==> src/rtl/dispatch_rf_controller_pkg.sv <==
// Shared definitions for the dispatch register-file controller: micro-op codes,
// derived operand widths and the OUT-path state encoding.
package dispatch_rf_controller_pkg;

  localparam int UOP_NOP  = 0;
  localparam int UOP_ALU  = 1;
  localparam int UOP_IMM  = 2;
  localparam int UOP_COPY = 3;
  localparam int UOP_OUT  = 4;

  function automatic int eff_reg_width(input int reg_count);
    return (reg_count > 1) ? $clog2(reg_count) : 1;
  endfunction

  // op2 carries a register index, an immediate or a COPY destination.
  function automatic int op2_size(input int data_width, input int reg_count);
    return (data_width > eff_reg_width(reg_count)) ? data_width : eff_reg_width(reg_count);
  endfunction

  localparam int EFFECTIVE_REGISTER_WIDTH = eff_reg_width(8);
  localparam int COMMAND_OP2_SIZE         = op2_size(4, 8);

  typedef enum logic [1:0] {
    ST_IDLE    = 2'd0,
    ST_WAIT    = 2'd1,
    ST_PRESENT = 2'd2
  } rf_state_e;

endpackage

==> src/rtl/dispatch_rf_controller_eu_issue_arbiter.sv <==
// Fixed-priority one-hot select: the lowest-indexed ready execution unit wins.
module dispatch_rf_controller_eu_issue_arbiter #(
  parameter int EU_COUNT = 2
) (
  input  logic [EU_COUNT-1:0] ready_i,
  output logic [EU_COUNT-1:0] grant_o,
  output logic                any_o
);

  logic found;

  always_comb begin
    grant_o = '0;
    found   = 1'b0;
    for (int i = 0; i < EU_COUNT; i++) begin
      if (ready_i[i] && !found) begin
        grant_o[i] = 1'b1;
        found      = 1'b1;
      end
    end
  end

  assign any_o = |ready_i;

endmodule

==> src/rtl/dispatch_rf_controller.sv <==
// Register file with value/tag tracking: dispatches micro-ops to execution units,
// snoops the CDB for pending registers and presents OUT results on a registered port.
module dispatch_rf_controller
  import dispatch_rf_controller_pkg::*;
#(
  parameter int REGISTER_COUNT    = 8,
  parameter int DATA_WIDTH        = 4,
  parameter int CDB_TAG_WIDTH     = 4,
  parameter int UOP_COMMAND_WIDTH = 3,
  parameter int EU_COUNT          = 2,
  parameter int ACC_INDEX         = 0,
  localparam int RW = eff_reg_width(REGISTER_COUNT),
  localparam int OW = op2_size(DATA_WIDTH, REGISTER_COUNT)
) (
  input  logic                              clk,
  input  logic                              rst_n,
  input  logic                              cdb_in_valid,
  input  logic [CDB_TAG_WIDTH-1:0]          cdb_in_tag,
  input  logic [DATA_WIDTH-1:0]             cdb_in_data,
  input  logic                              cmd_valid,
  output logic                              cmd_ready,
  input  logic [UOP_COMMAND_WIDTH-1:0]      cmd_kind,
  input  logic [RW-1:0]                     cmd_op1,
  input  logic [OW-1:0]                     cmd_op2,
  output logic [EU_COUNT-1:0]               eu_issue_valid,
  input  logic [EU_COUNT-1:0]               eu_issue_ready,
  input  logic [EU_COUNT*CDB_TAG_WIDTH-1:0] eu_result_tag,
  output logic [DATA_WIDTH-1:0]             eu_op_a_data,
  output logic                              eu_op_a_valid,
  output logic [DATA_WIDTH-1:0]             eu_op_b_data,
  output logic                              eu_op_b_valid,
  output logic                              out_valid,
  output logic [DATA_WIDTH-1:0]             out_data,
  input  logic                              out_ready,
  output rf_state_e                         dbg_state
);

  // Handshake: a micro-op is consumed on a clock edge where cmd_valid && cmd_ready;
  // an EU takes an issue where its eu_issue_valid bit is high (only ever a ready EU);
  // OUT data is consumed on an edge where out_valid && out_ready.

  localparam logic [UOP_COMMAND_WIDTH-1:0] K_ALU  = UOP_COMMAND_WIDTH'(UOP_ALU);
  localparam logic [UOP_COMMAND_WIDTH-1:0] K_IMM  = UOP_COMMAND_WIDTH'(UOP_IMM);
  localparam logic [UOP_COMMAND_WIDTH-1:0] K_COPY = UOP_COMMAND_WIDTH'(UOP_COPY);
  localparam logic [UOP_COMMAND_WIDTH-1:0] K_OUT  = UOP_COMMAND_WIDTH'(UOP_OUT);
  localparam logic [RW-1:0]                ACC    = RW'(ACC_INDEX);

  logic [DATA_WIDTH-1:0]     val_q [REGISTER_COUNT];
  logic [DATA_WIDTH-1:0]     val_d [REGISTER_COUNT];
  logic [REGISTER_COUNT-1:0] vld_q, vld_d;
  rf_state_e                 state_q, state_d;
  logic [RW-1:0]             out_reg_q, out_reg_d;
  logic [DATA_WIDTH-1:0]     out_data_q, out_data_d;

  // Pending registers hold their tag in the low bits of the value field.
  function automatic logic [DATA_WIDTH:0] bypass(
    input logic [DATA_WIDTH-1:0]    v,
    input logic                     vld,
    input logic                     cdb_v,
    input logic [CDB_TAG_WIDTH-1:0] cdb_t,
    input logic [DATA_WIDTH-1:0]    cdb_d
  );
    if (vld) return {1'b1, v};
    if (cdb_v && (v[CDB_TAG_WIDTH-1:0] == cdb_t)) return {1'b1, cdb_d};
    return {1'b0, v};
  endfunction

  logic [DATA_WIDTH:0] rd_a, rd_b, rd_o;
  logic [RW-1:0]       op2_reg;

  assign op2_reg = cmd_op2[RW-1:0];
  assign rd_a = bypass(val_q[cmd_op1], vld_q[cmd_op1], cdb_in_valid, cdb_in_tag, cdb_in_data);
  assign rd_b = bypass(val_q[op2_reg], vld_q[op2_reg], cdb_in_valid, cdb_in_tag, cdb_in_data);
  assign rd_o = bypass(val_q[out_reg_q], vld_q[out_reg_q], cdb_in_valid, cdb_in_tag, cdb_in_data);

  logic is_alu, is_imm, is_copy, is_out, idle, fire, issue;
  logic [EU_COUNT-1:0]      grant;
  logic                     eu_any;
  logic [CDB_TAG_WIDTH-1:0] sel_tag;

  assign is_alu  = (cmd_kind == K_ALU);
  assign is_imm  = (cmd_kind == K_IMM);
  assign is_copy = (cmd_kind == K_COPY);
  assign is_out  = (cmd_kind == K_OUT);
  assign idle    = (state_q == ST_IDLE);

  dispatch_rf_controller_eu_issue_arbiter #(.EU_COUNT(EU_COUNT)) u_arb (
    .ready_i (eu_issue_ready),
    .grant_o (grant),
    .any_o   (eu_any)
  );

  always_comb begin
    sel_tag = '0;
    for (int i = 0; i < EU_COUNT; i++) begin
      if (grant[i]) sel_tag = sel_tag | eu_result_tag[i*CDB_TAG_WIDTH +: CDB_TAG_WIDTH];
    end
  end

  assign cmd_ready      = idle && (!is_alu || eu_any);
  assign fire           = cmd_valid && cmd_ready;
  assign issue          = cmd_valid && is_alu && idle && eu_any;
  assign eu_issue_valid = issue ? grant : '0;
  assign eu_op_a_data   = issue ? rd_a[DATA_WIDTH-1:0] : '0;
  assign eu_op_a_valid  = issue ? rd_a[DATA_WIDTH] : 1'b0;
  assign eu_op_b_data   = issue ? rd_b[DATA_WIDTH-1:0] : '0;
  assign eu_op_b_valid  = issue ? rd_b[DATA_WIDTH] : 1'b0;

  // CDB snoop first, then the dispatch write so it overrides a same-cycle CDB hit.
  always_comb begin
    vld_d = vld_q;
    for (int r = 0; r < REGISTER_COUNT; r++) begin
      val_d[r] = val_q[r];
      if (cdb_in_valid && !vld_q[r] && (val_q[r][CDB_TAG_WIDTH-1:0] == cdb_in_tag)) begin
        val_d[r] = cdb_in_data;
        vld_d[r] = 1'b1;
      end
    end
    if (fire) begin
      if (is_imm) begin
        val_d[ACC] = cmd_op2[DATA_WIDTH-1:0];
        vld_d[ACC] = 1'b1;
      end else if (is_alu) begin
        val_d[ACC] = DATA_WIDTH'(sel_tag);
        vld_d[ACC] = 1'b0;
      end else if (is_copy) begin
        val_d[op2_reg] = rd_a[DATA_WIDTH-1:0];
        vld_d[op2_reg] = rd_a[DATA_WIDTH];
      end
    end
  end

  always_comb begin
    state_d    = state_q;
    out_reg_d  = out_reg_q;
    out_data_d = out_data_q;
    case (state_q)
      ST_IDLE: begin
        if (fire && is_out) begin
          out_reg_d = cmd_op1;
          if (rd_a[DATA_WIDTH]) begin
            out_data_d = rd_a[DATA_WIDTH-1:0];
            state_d    = ST_PRESENT;
          end else begin
            state_d = ST_WAIT;
          end
        end
      end
      ST_WAIT: begin
        if (rd_o[DATA_WIDTH]) begin
          out_data_d = rd_o[DATA_WIDTH-1:0];
          state_d    = ST_PRESENT;
        end
      end
      ST_PRESENT: begin
        if (out_ready) state_d = ST_IDLE;
      end
      default: state_d = ST_IDLE;
    endcase
  end

  always_ff @(posedge clk or negedge rst_n) begin
    if (!rst_n) begin
      for (int r = 0; r < REGISTER_COUNT; r++) val_q[r] <= '0;
      vld_q      <= '1;
      state_q    <= ST_IDLE;
      out_reg_q  <= '0;
      out_data_q <= '0;
    end else begin
      val_q      <= val_d;
      vld_q      <= vld_d;
      state_q    <= state_d;
      out_reg_q  <= out_reg_d;
      out_data_q <= out_data_d;
    end
  end

  assign out_valid = (state_q == ST_PRESENT);
  assign out_data  = out_data_q;
  assign dbg_state = state_q;

endmodule

==> config.mk <==
export PLATFORM = sky130hd
export DESIGN_NAME = dispatch_rf_controller
export DESIGN_NICKNAME = d
export VERILOG_FILES = /design/src/rtl/dispatch_rf_controller_pkg.sv /design/src/rtl/dispatch_rf_controller_eu_issue_arbiter.sv /design/src/rtl/dispatch_rf_controller.sv
export SDC_FILE = /design/constraint.sdc
export NUM_CORES = 1
export LEC_CHECK = 0
export ABC_AREA = 1
export CAP_MARGIN = 5
export CELL_PAD_IN_SITES_DETAIL_PLACEMENT = 1
export CELL_PAD_IN_SITES_GLOBAL_PLACEMENT = 1
export CORE_MARGIN = 2
export CORE_UTILIZATION = 41
export DETAILED_ROUTE_END_ITERATION = 16
export DONT_BUFFER_PORTS = 1
export PLACE_DENSITY = 0.73
export SYNTH_ARGS = -nofsm -noshare
export SYNTH_HDL_FRONTEND = slang
export SYNTH_HIERARCHICAL = 1
export SYNTH_SLANG_ARGS = --single-unit
==> constraint.sdc <==
create_clock -name clk -period 4.5 [get_ports clk]
set_input_delay 0.675 -clock clk [delete_from_list [all_inputs] [get_ports clk]]
set_output_delay 0.675 -clock clk [all_outputs]
set_load 0.1 [all_outputs]
==> results of run 1 <==
-- cell usage after synthesis (all sizes together) --
master	n
nand3	87
o21ai	101
clkbuf	7
a311oi	1
nand4	12
a21oi	57
nor3	6
o211ai	11
a31oi	1
dfrtp	41
buf	21
nand2	196
nand3b	1
nor2	48
clkinv	1
o221ai	1
xnor2	3
xor2	5
a22o	4
nor4	1
a221oi	8
inv	97
dfstp	8
a211oi	10
o21a	2
o22ai	10
a32oi	1
-- sequential cells by signal, indices dropped and copies added, names as in the netlist --
name       flops
out_data       4
out_reg_q      3
val_q         32
vld_q          8
dbg_state      2
-- metrics by stage --
stage               hold slack (ns)  area [sq um]   util  instances  setup WS, ns
floorplan                     0.379          4670      -        741         0.684
global placement              0.381          4850  0.441        871          1.23
detailed placement            0.381          4850  0.441        871          1.18
CTS                          0.0328          5000  0.455        879          1.11
global route                 0.0269          5000  0.455        879         0.904
finish                       0.0384          5000  0.455        879          1.10
-- worst max path at each step --
| stage | startpoint | depth (start not counted) | end |
|---|---|---|---|
| 3_5_place_dp | cmd_op1[0] | 10 | eu_op_a_data[2] |
| 2_1_floorplan | cmd_op2[0] | 11 | eu_op_b_data[0] |
| 6_report | vld_q[5] | 10 | eu_op_a_data[0] |
| 5_1_grt | vld_q[5] | 10 | eu_op_a_data[0] |
| 4_1_cts | vld_q[5] | 10 | eu_op_a_data[0] |
| 3_3_place_gp | cmd_op1[0] | 10 | eu_op_a_data[0] |
-- worst max-delay path, stage by stage (launching register included) --
cell	delay, ns
sky130_fd_sc_hd__dfstp_2	0.37
sky130_fd_sc_hd__inv_1	0.24
sky130_fd_sc_hd__a21oi_1	0.10
sky130_fd_sc_hd__o21ai_0	0.10
sky130_fd_sc_hd__nand3_1	0.12
sky130_fd_sc_hd__nand2_1	0.47
sky130_fd_sc_hd__nand4_4	0.22
sky130_fd_sc_hd__nand2_1	0.15
sky130_fd_sc_hd__nand2_2	0.19
sky130_fd_sc_hd__nor2_2	0.14
sky130_fd_sc_hd__buf_4	0.30
-- cells in the final DEF, fill, tap and decap left out, types with 8 or more instances in the layout --
cell type / synthesis / routed
sky130_fd_sc_hd__buf_4: 7 / 18
sky130_fd_sc_hd__nand4_1: 9 / 9
sky130_fd_sc_hd__nand2_1: 184 / 184
sky130_fd_sc_hd__dfstp_2: 8 / 8
sky130_fd_sc_hd__o21ai_1: 23 / 23
sky130_fd_sc_hd__a21oi_1: 57 / 56
sky130_fd_sc_hd__nor2_2: 4 / 16
sky130_fd_sc_hd__a211oi_1: 10 / 10
sky130_fd_sc_hd__nand2_2: 12 / 12
sky130_fd_sc_hd__dfrtp_1: 41 / 41
sky130_fd_sc_hd__o211ai_1: 10 / 10
sky130_fd_sc_hd__o22ai_1: 10 / 10
sky130_fd_sc_hd__o21ai_0: 77 / 77
sky130_fd_sc_hd__a221oi_1: 8 / 8
sky130_fd_sc_hd__nand3_1: 82 / 82
sky130_fd_sc_hd__nor2_1: 37 / 25
sky130_fd_sc_hd__inv_1: 91 / 91
-- cells by family (layout without fill, tap and decap cells) --
| group | Yosys count | after routing | synth area share |
|---|---|---|---|
| AO/OA/AOI/OAI | 207 | 207 | 0.252 |
| XOR/XNOR | 8 | 8 | 0.0150 |
| buffers and inverters | 126 | 124 | 0.114 |
| flip-flops | 49 | 49 | 0.265 |
| AND/OR/NAND/NOR | 351 | 351 | 0.353 |
-- final cells by class --
type | instances | area, sq um | share of cell area
Clock buffer | 5 | 125 | 0.0250
Tap cell | 140 | 175 | 0.0350
Timing Repair Buffer | 18 | 135 | 0.0270
Clock inverter | 3 | 28.8 | 0.00575
Inverter | 98 | 369 | 0.0738
Sequential cell | 49 | 1240 | 0.247
Multi-Input combinational cell | 566 | 2930 | 0.586
-- layer usage --
| layer | track usage | vias up | part of all wire |
|---|---|---|---|
| li1 | - | 2493 | - |
| met4 | 0.129 | 0 | 0.036 |
| met1 | 0.439 | 2613 | 0.45 |
| met3 | 0.0727 | 38 | 0.065 |
| met5 | 0 | - | 0 |
| met2 | 0.515 | 183 | 0.45 |
-- power groups by stage --
stage                     Sequential (W)  Clock [W]  Combinational, W
after floorplan                 0.000838          0          0.000964
after global placement          0.000983          0           0.00113
after detailed placement        0.000986          0           0.00116
after CTS                       0.000978   0.000428           0.00117
after global routing             0.00101   0.000440           0.00132
final                           0.000988   0.000419           0.00118
==> flow_results.org, run 1 <==
** Cells and area
- Layout filler cell count :: 1471
- The repair_antennas step left the layout with diodes totalling 0.
- Of the cells placed in the final design, the portion with a size suffix greater than 1 is 0.124.
- From synthesis to final layout, the design area changed by 7.13%.
- Post-layout nets :: 771

** Floorplanning
- Effective utilization at floorplan :: 0.425
- Placement Rows :: 38
- 53 I/O pins were placed.
- The floorplan step set the die width to 111 microns.
- The die covers 0.0123 sq mm.
- Die H :: 111 microns
- After floorplanning, the core was sized to cover 0.0110 sq mm.

** Timing
- Headroom to the max-slew limit :: 0.254
- Final setup skew :: 0.0127 ns
- Post-Route Setup TNS :: 0 ns
- For the pin with the worst max-slew slack, the measured transition is 1.12 ns.
- Setup violations remaining at the end of the flow were counted as 0.
- The final-report hold violation count is 0.
- Period utilization :: 0.756
- Final Max Tran Viols :: 0
- Setup repair after global routing left no endpoint under its margin.
- Timing would allow up to 294 MHz.
- The smallest clock period supported by the final layout is computed as 3.40 ns.

** Synthesis
- Counting every net in the synthesized netlist gives 774.
- Dominant cells by area after synthesis :: sky130_fd_sc_hd__dfrtp_1 (22%), sky130_fd_sc_hd__nand2_1 (15%), sky130_fd_sc_hd__nand3_1 (8.8%)
- Gate Count Post-Synth :: 741
- Post-synthesis cell type count :: 42
- Summing every instance area after synthesis gives 0.00467 sq mm.
- Cell accounting for the most synthesized area :: sky130_fd_sc_hd__dfrtp_1
- Yosys printed 6 warnings.
- Yosys reg bits :: 49
- Of the post-synthesis cell area, the dominant cell type holds 0.220.
- Post-Synthesis Mean Instance Area :: 6.30 sq um
- Sequential fraction of the synthesis area :: 0.265

** Clock tree
- The number of hold buffers added after CTS was 0.
- Number of cells upsized or downsized after cts :: 0
- The H-tree was split into 2 levels.
- Clock buffer count from CTS :: 5
- CTS placed an instance of sky130_fd_sc_hd__clkbuf_16 at the clock tree root.
- The tree built by TritonCTS fans out to 49 sinks.
- Buffers from clock root to sink, at most :: 2
- The clock reaches the later pin of the worst-skew pair after 0.32 ns.
- Post-CTS Setup Repair Bufs :: 0
- Clock slew seen by the registers of the worst setup and hold paths :: 0.08 ns
- TritonCTS built the clock tree.

** Power
- Maximum vdd ir drop :: 0.324 mV
- Power spread over the standard cell area amounts to 517 mW/mm^2.
- Post-route total power :: 0.00259 W
- Switching power summed over all nets :: 0.00143 W
- In this run the static leakage power is 2.31 nW.
- Internal power comes to 0.00116 W.
- The share of total power dissipated in sequential elements is 0.382.
- Fraction of power spent switching nets :: 0.552
- Combinational share of power :: 0.456
- The share of total power dissipated in the clock network is 0.162.

** Detailed routing
- DRC violation count after routing :: 0
- Length of the first detailed-routing pass in iterations :: 5
- Count of antenna-violating nets left after detailed routing :: 0
- Vias/cell :: 6.06
- Wires add up to 19900 microns.
- The first routing iteration left 401 violations.
- In the final routed layout, each cell accounts on average for 22.6 microns.
- Number of vias in the routed layout :: 5327

** Critical path
- The setup check on the worst reg-to-reg path leaves a slack of 1.21 ns.
- The worst register-to-register path ends at out_data[3].
- For the worst flop-to-flop path, the logic depth is 11.
- CP Max Fanout :: 13
- The worst setup path is launched from a flop.
- STA puts the critical path data arrival time at 2.73 ns.
- At the worst endpoint, the required time is 3.83 ns.
- Sort of element at the end of the critical path :: output pin
- The startpoint identified for the worst register-to-register timing path is dbg_state[0].
- Path type of the worst setup path :: reg -> out

** Global routing
- In the global route stage, overall resource usage came out at 0.328.
- Entering global routing, the biggest net connects 50 pins.
- Wire length of the first global-routing pass :: 31100 microns
- Global routing finished with a remaining overflow of 0.
- The via count of the first global-routing pass is 5458.
- Initial antenna violation count :: 0

** Placed design
- Half-perimeter wire length after detailed placement :: 15000 microns
- Routability congestion estimate from global placement :: 0.932
- Buffers added on ports :: 0

** Job
- Across the run, the number of max-cap violations was 0.

** Status
- The run finished with clean final reports.

** Min path
- The tightest min-delay check is of the in -> async type.
No activity file was read; power rests on OpenSTA's default activity.
==> run 2, diff against run 1 <==
clock period = 3.35 ns   (was 4.5 ns; I/O delays follow)
==> flow_results.org, run 2 (synthesized netlist as in run 1, its figures left out) <==
** Critical path
- Arrival time at the worst endpoint :: 2.67 ns (was 2.73 ns)
- Path type of the worst setup path :: reg -> out (unchanged)
- The data required time at the worst endpoint came to 2.85 ns (was 3.83 ns).
- The worst reg-to-reg path cell count is 9 (was 11).
- The slack of the worst reg-to-reg path was 0.77 ns (was 1.21 ns).
- The reg-to-reg critical path endpoint was out_data[3] (unchanged).
- The category of the worst setup path launch point was a flop (unchanged).
- Critical R2R Launch :: dbg_state[0] (unchanged)
- The element type at the critical path end was an output pin (unchanged).
- The maximum fanout encountered on the critical timing path was 8 (was 13).

** Placed design
- Half-perimeter wire length after detailed placement :: 15700 microns (was 15000 microns)
- The port buffer count was 0 (unchanged).
- The placer's final routability congestion estimate is 0.973 (was 0.932).
- The placement-stage worst setup slack came to 0.315 ns (was 1.18 ns).
- Placement Cell Area :: 0.00507 sq mm (was 0.00485 sq mm)

** Cells and area
- The cell area after layout was 0.00526 sq mm (was 0.00500 sq mm).
- The fraction of the core area covered by cells at the end of the flow came to 0.479 (was 0.455).
- Fraction of layout cells with a size suffix above 1 :: 0.137 (was 0.124)
- Post-layout nets :: 782 (was 771)
- The most frequent standard cell in the layout excluding fill and tap cells was sky130_fd_sc_hd__nand2_1 (unchanged).
- The filler cell count came to 1498 (was 1471).
- Max FFs per register :: 32 (unchanged)
- The diode insertion count for antenna repair is 0 (unchanged).
- Most frequent cells in the layout :: sky130_fd_sc_hd__nand2_1 (184), sky130_fd_sc_hd__inv_1 (91), sky130_fd_sc_hd__nand3_1 (82), sky130_fd_sc_hd__o21ai_0 (77), sky130_fd_sc_hd__a21oi_1 (56) (unchanged)
- The storage element area was 0.00124 sq mm (unchanged).
- The multi-input logic area was 0.00293 sq mm (unchanged).
- Synth-to-layout area growth :: 12.6% (was 7.13%)
- The top register by number of flip-flops was val_q (unchanged).

** Global routing
- All-Layer GR Usage :: 0.338 (was 0.328)
- The first-pass GRT wire length came to 32100 microns (was 31100 microns).
- Vias in the first global route :: 5519 (was 5458)
- Initial antenna violation count :: 0 (unchanged)
- The leftover overflow at the end of global routing came to 0 (unchanged).
- Maximum number of pins on one net before global-route repair :: 42 (was 50)

** Power
- The total power came to 0.00354 W (was 0.00259 W).
- The highest ir drop seen on vdd came to 0.487 mV (was 0.324 mV).
- Pwr per Cell Area :: 674 mW/mm^2 (was 517 mW/mm^2)
- The leakage power was 2.41 nW (was 2.31 nW).

** Detailed routing
- The number of remaining DRC errors came to 0 (unchanged).
- The count of nets left with antenna violations after detail routing was 0 (unchanged).
- Wire per inst :: 23.0 microns (was 22.6 microns)
- The number of vias after detailed routing is 5476 (was 5327).
- The total wirelength of the detailed-routed design came to 20500 microns (was 19900 microns).
- The vias per cell came to 6.15 (was 6.06).
- Detailed Route Iter0 Violations :: 498 (was 401)
- The number of iterations in the first detailed-routing pass came to 5 (unchanged).

** Status
- Result of the run: finished clean (unchanged).

** Clock tree
- Clock tree from TritonCTS :: built (unchanged)
- Number of levels the H-tree was split into :: 2 (unchanged)
- The post-CTS setup repair buffer count is 0 (unchanged).
- The master cell of the clock root buffer is sky130_fd_sc_hd__clkbuf_16 (unchanged).
- Clock buffer count from CTS :: 5 (unchanged)
- The latest clock arrival within the worst-skew pair was 0.31 ns (was 0.32 ns).
- Clock sink count :: 49 (unchanged)
- Buffers from clock root to sink, at most :: 2 (unchanged)
- The clock input transition at the sequential cells of the worst setup and hold paths was 0.07 ns (was 0.08 ns).

** Floorplanning
- Number of primary I/O pins :: 53 (unchanged)
- Horiz. Die Dim :: 111 microns (unchanged)
- Effective utilization at floorplan :: 0.425 (unchanged)
- The y dimension of the die is 111 microns (unchanged).
- Die Area :: 0.0123 sq mm (unchanged)
- Core area :: 0.0110 sq mm (unchanged)
- Placement Rows :: 38 (unchanged)

** Timing
- Headroom to the max-slew limit :: 0.399 (was 0.254)
- Unrepaired setup endpoints after global routing: no (unchanged).
- Min cycle time layout :: 3.18 ns
- The final-report hold violation count came to 0 (unchanged).
- In the finished design, the share of the clock period the worst path needs comes to 0.948.
- The number of pins exceeding their max-slew limit in the final report is 0 (unchanged).
- Setup violation total in the final timing report :: 0 (unchanged)
- The post-layout worst setup margin is 0.175 ns (was 1.10 ns).
- Peak clock frequency supported by timing :: 315 MHz
- Worst Max-Slew Pin Slew :: 0.902 ns (was 1.12 ns)
- Post-Route Setup TNS :: 0 ns (unchanged)
- The maximum clock skew at final layout came to 0.00707 ns (was 0.0127 ns).

** Job
- The max-capacitance violation count is 0 (unchanged).

** Min path
- The type of the worst min-delay path is in -> async (unchanged).
-- run 2: cell count changes in the layout (fill, tap and decap cells not counted) --
cell / previous run / this run
sky130_fd_sc_hd__inv_8: 1 / 0
sky130_fd_sc_hd__clkbuf_8: 0 / 1
sky130_fd_sc_hd__buf_16: 0 / 1
sky130_fd_sc_hd__buf_12: 0 / 12
sky130_fd_sc_hd__buf_4: 18 / 16
-- run 2: layout make-up --
type / count / share of cell area
multi-input combinational: 566 / 0.558
tap: 140 / 0.0333
clock buffer: 6 / 0.0264
inverter: 98 / 0.0702
sequential: 49 / 0.235
clock inverter: 2 / 0.00333
timing repair buffer: 29 / 0.0738
-- run 2: timing repair --
action	in CTS	in global routing
resized for setup	0	0
hold endpoints to repair	41	0
hold buffers	1	0
-- run 2: per-layer routing --
metal  routed length (microns)  share of wire  global-route usage
met1                      8970           0.44               0.467
met2                      9170           0.45               0.531
met3                      1700          0.083              0.0656
met4                       654          0.032               0.114
met5                         0              0                   0
-- run 2: critical path, stage by stage (launching register included) --
cell,delay [ns]
sky130_fd_sc_hd__dfrtp_1,0.39
sky130_fd_sc_hd__inv_1,0.20
sky130_fd_sc_hd__nand2_1,0.08
sky130_fd_sc_hd__nand3_1,0.11
sky130_fd_sc_hd__nand3_1,0.20
sky130_fd_sc_hd__nand2_1,0.18
sky130_fd_sc_hd__nand2_1,0.08
sky130_fd_sc_hd__nand2_2,0.11
sky130_fd_sc_hd__nand3_1,0.12
sky130_fd_sc_hd__nor2_4,0.20
sky130_fd_sc_hd__nand3_1,0.15
sky130_fd_sc_hd__nand2_2,0.28
sky130_fd_sc_hd__nor2_2,0.09
sky130_fd_sc_hd__buf_12,0.17
-- run 2: power breakdown --
group	total (W)	internal [W]	switching [W]
sequential	0.00124	0.000775	0.000467
clock	0.000552	0.000302	0.000250
combinational	0.00175	0.000541	0.00121
-- run 2: stage by stage --
stage | hold slack [ns] | std cells
after floorplan | 0.207 | 741
after global placement | 0.209 | 881
after CTS | 0.0223 | 890
after global routing | 0.0152 | 890
after detailed placement | 0.209 | 881
final | 0.0206 | 890
-- run 2: worst max-delay path by stage --
stage	startpoint	endpoint	slack (ns)
final	val_q[8]	eu_op_a_data[3]	0.17
after global routing	val_q[8]	eu_op_a_data[3]	0.06
after CTS	val_q[8]	eu_op_a_data[3]	0.22
after detailed placement	cmd_op1[0]	eu_op_a_data[3]	0.32
after global placement	cmd_op1[1]	eu_op_a_data[1]	0.38
after floorplan	cmd_op1[1]	eu_op_a_data[2]	0.03
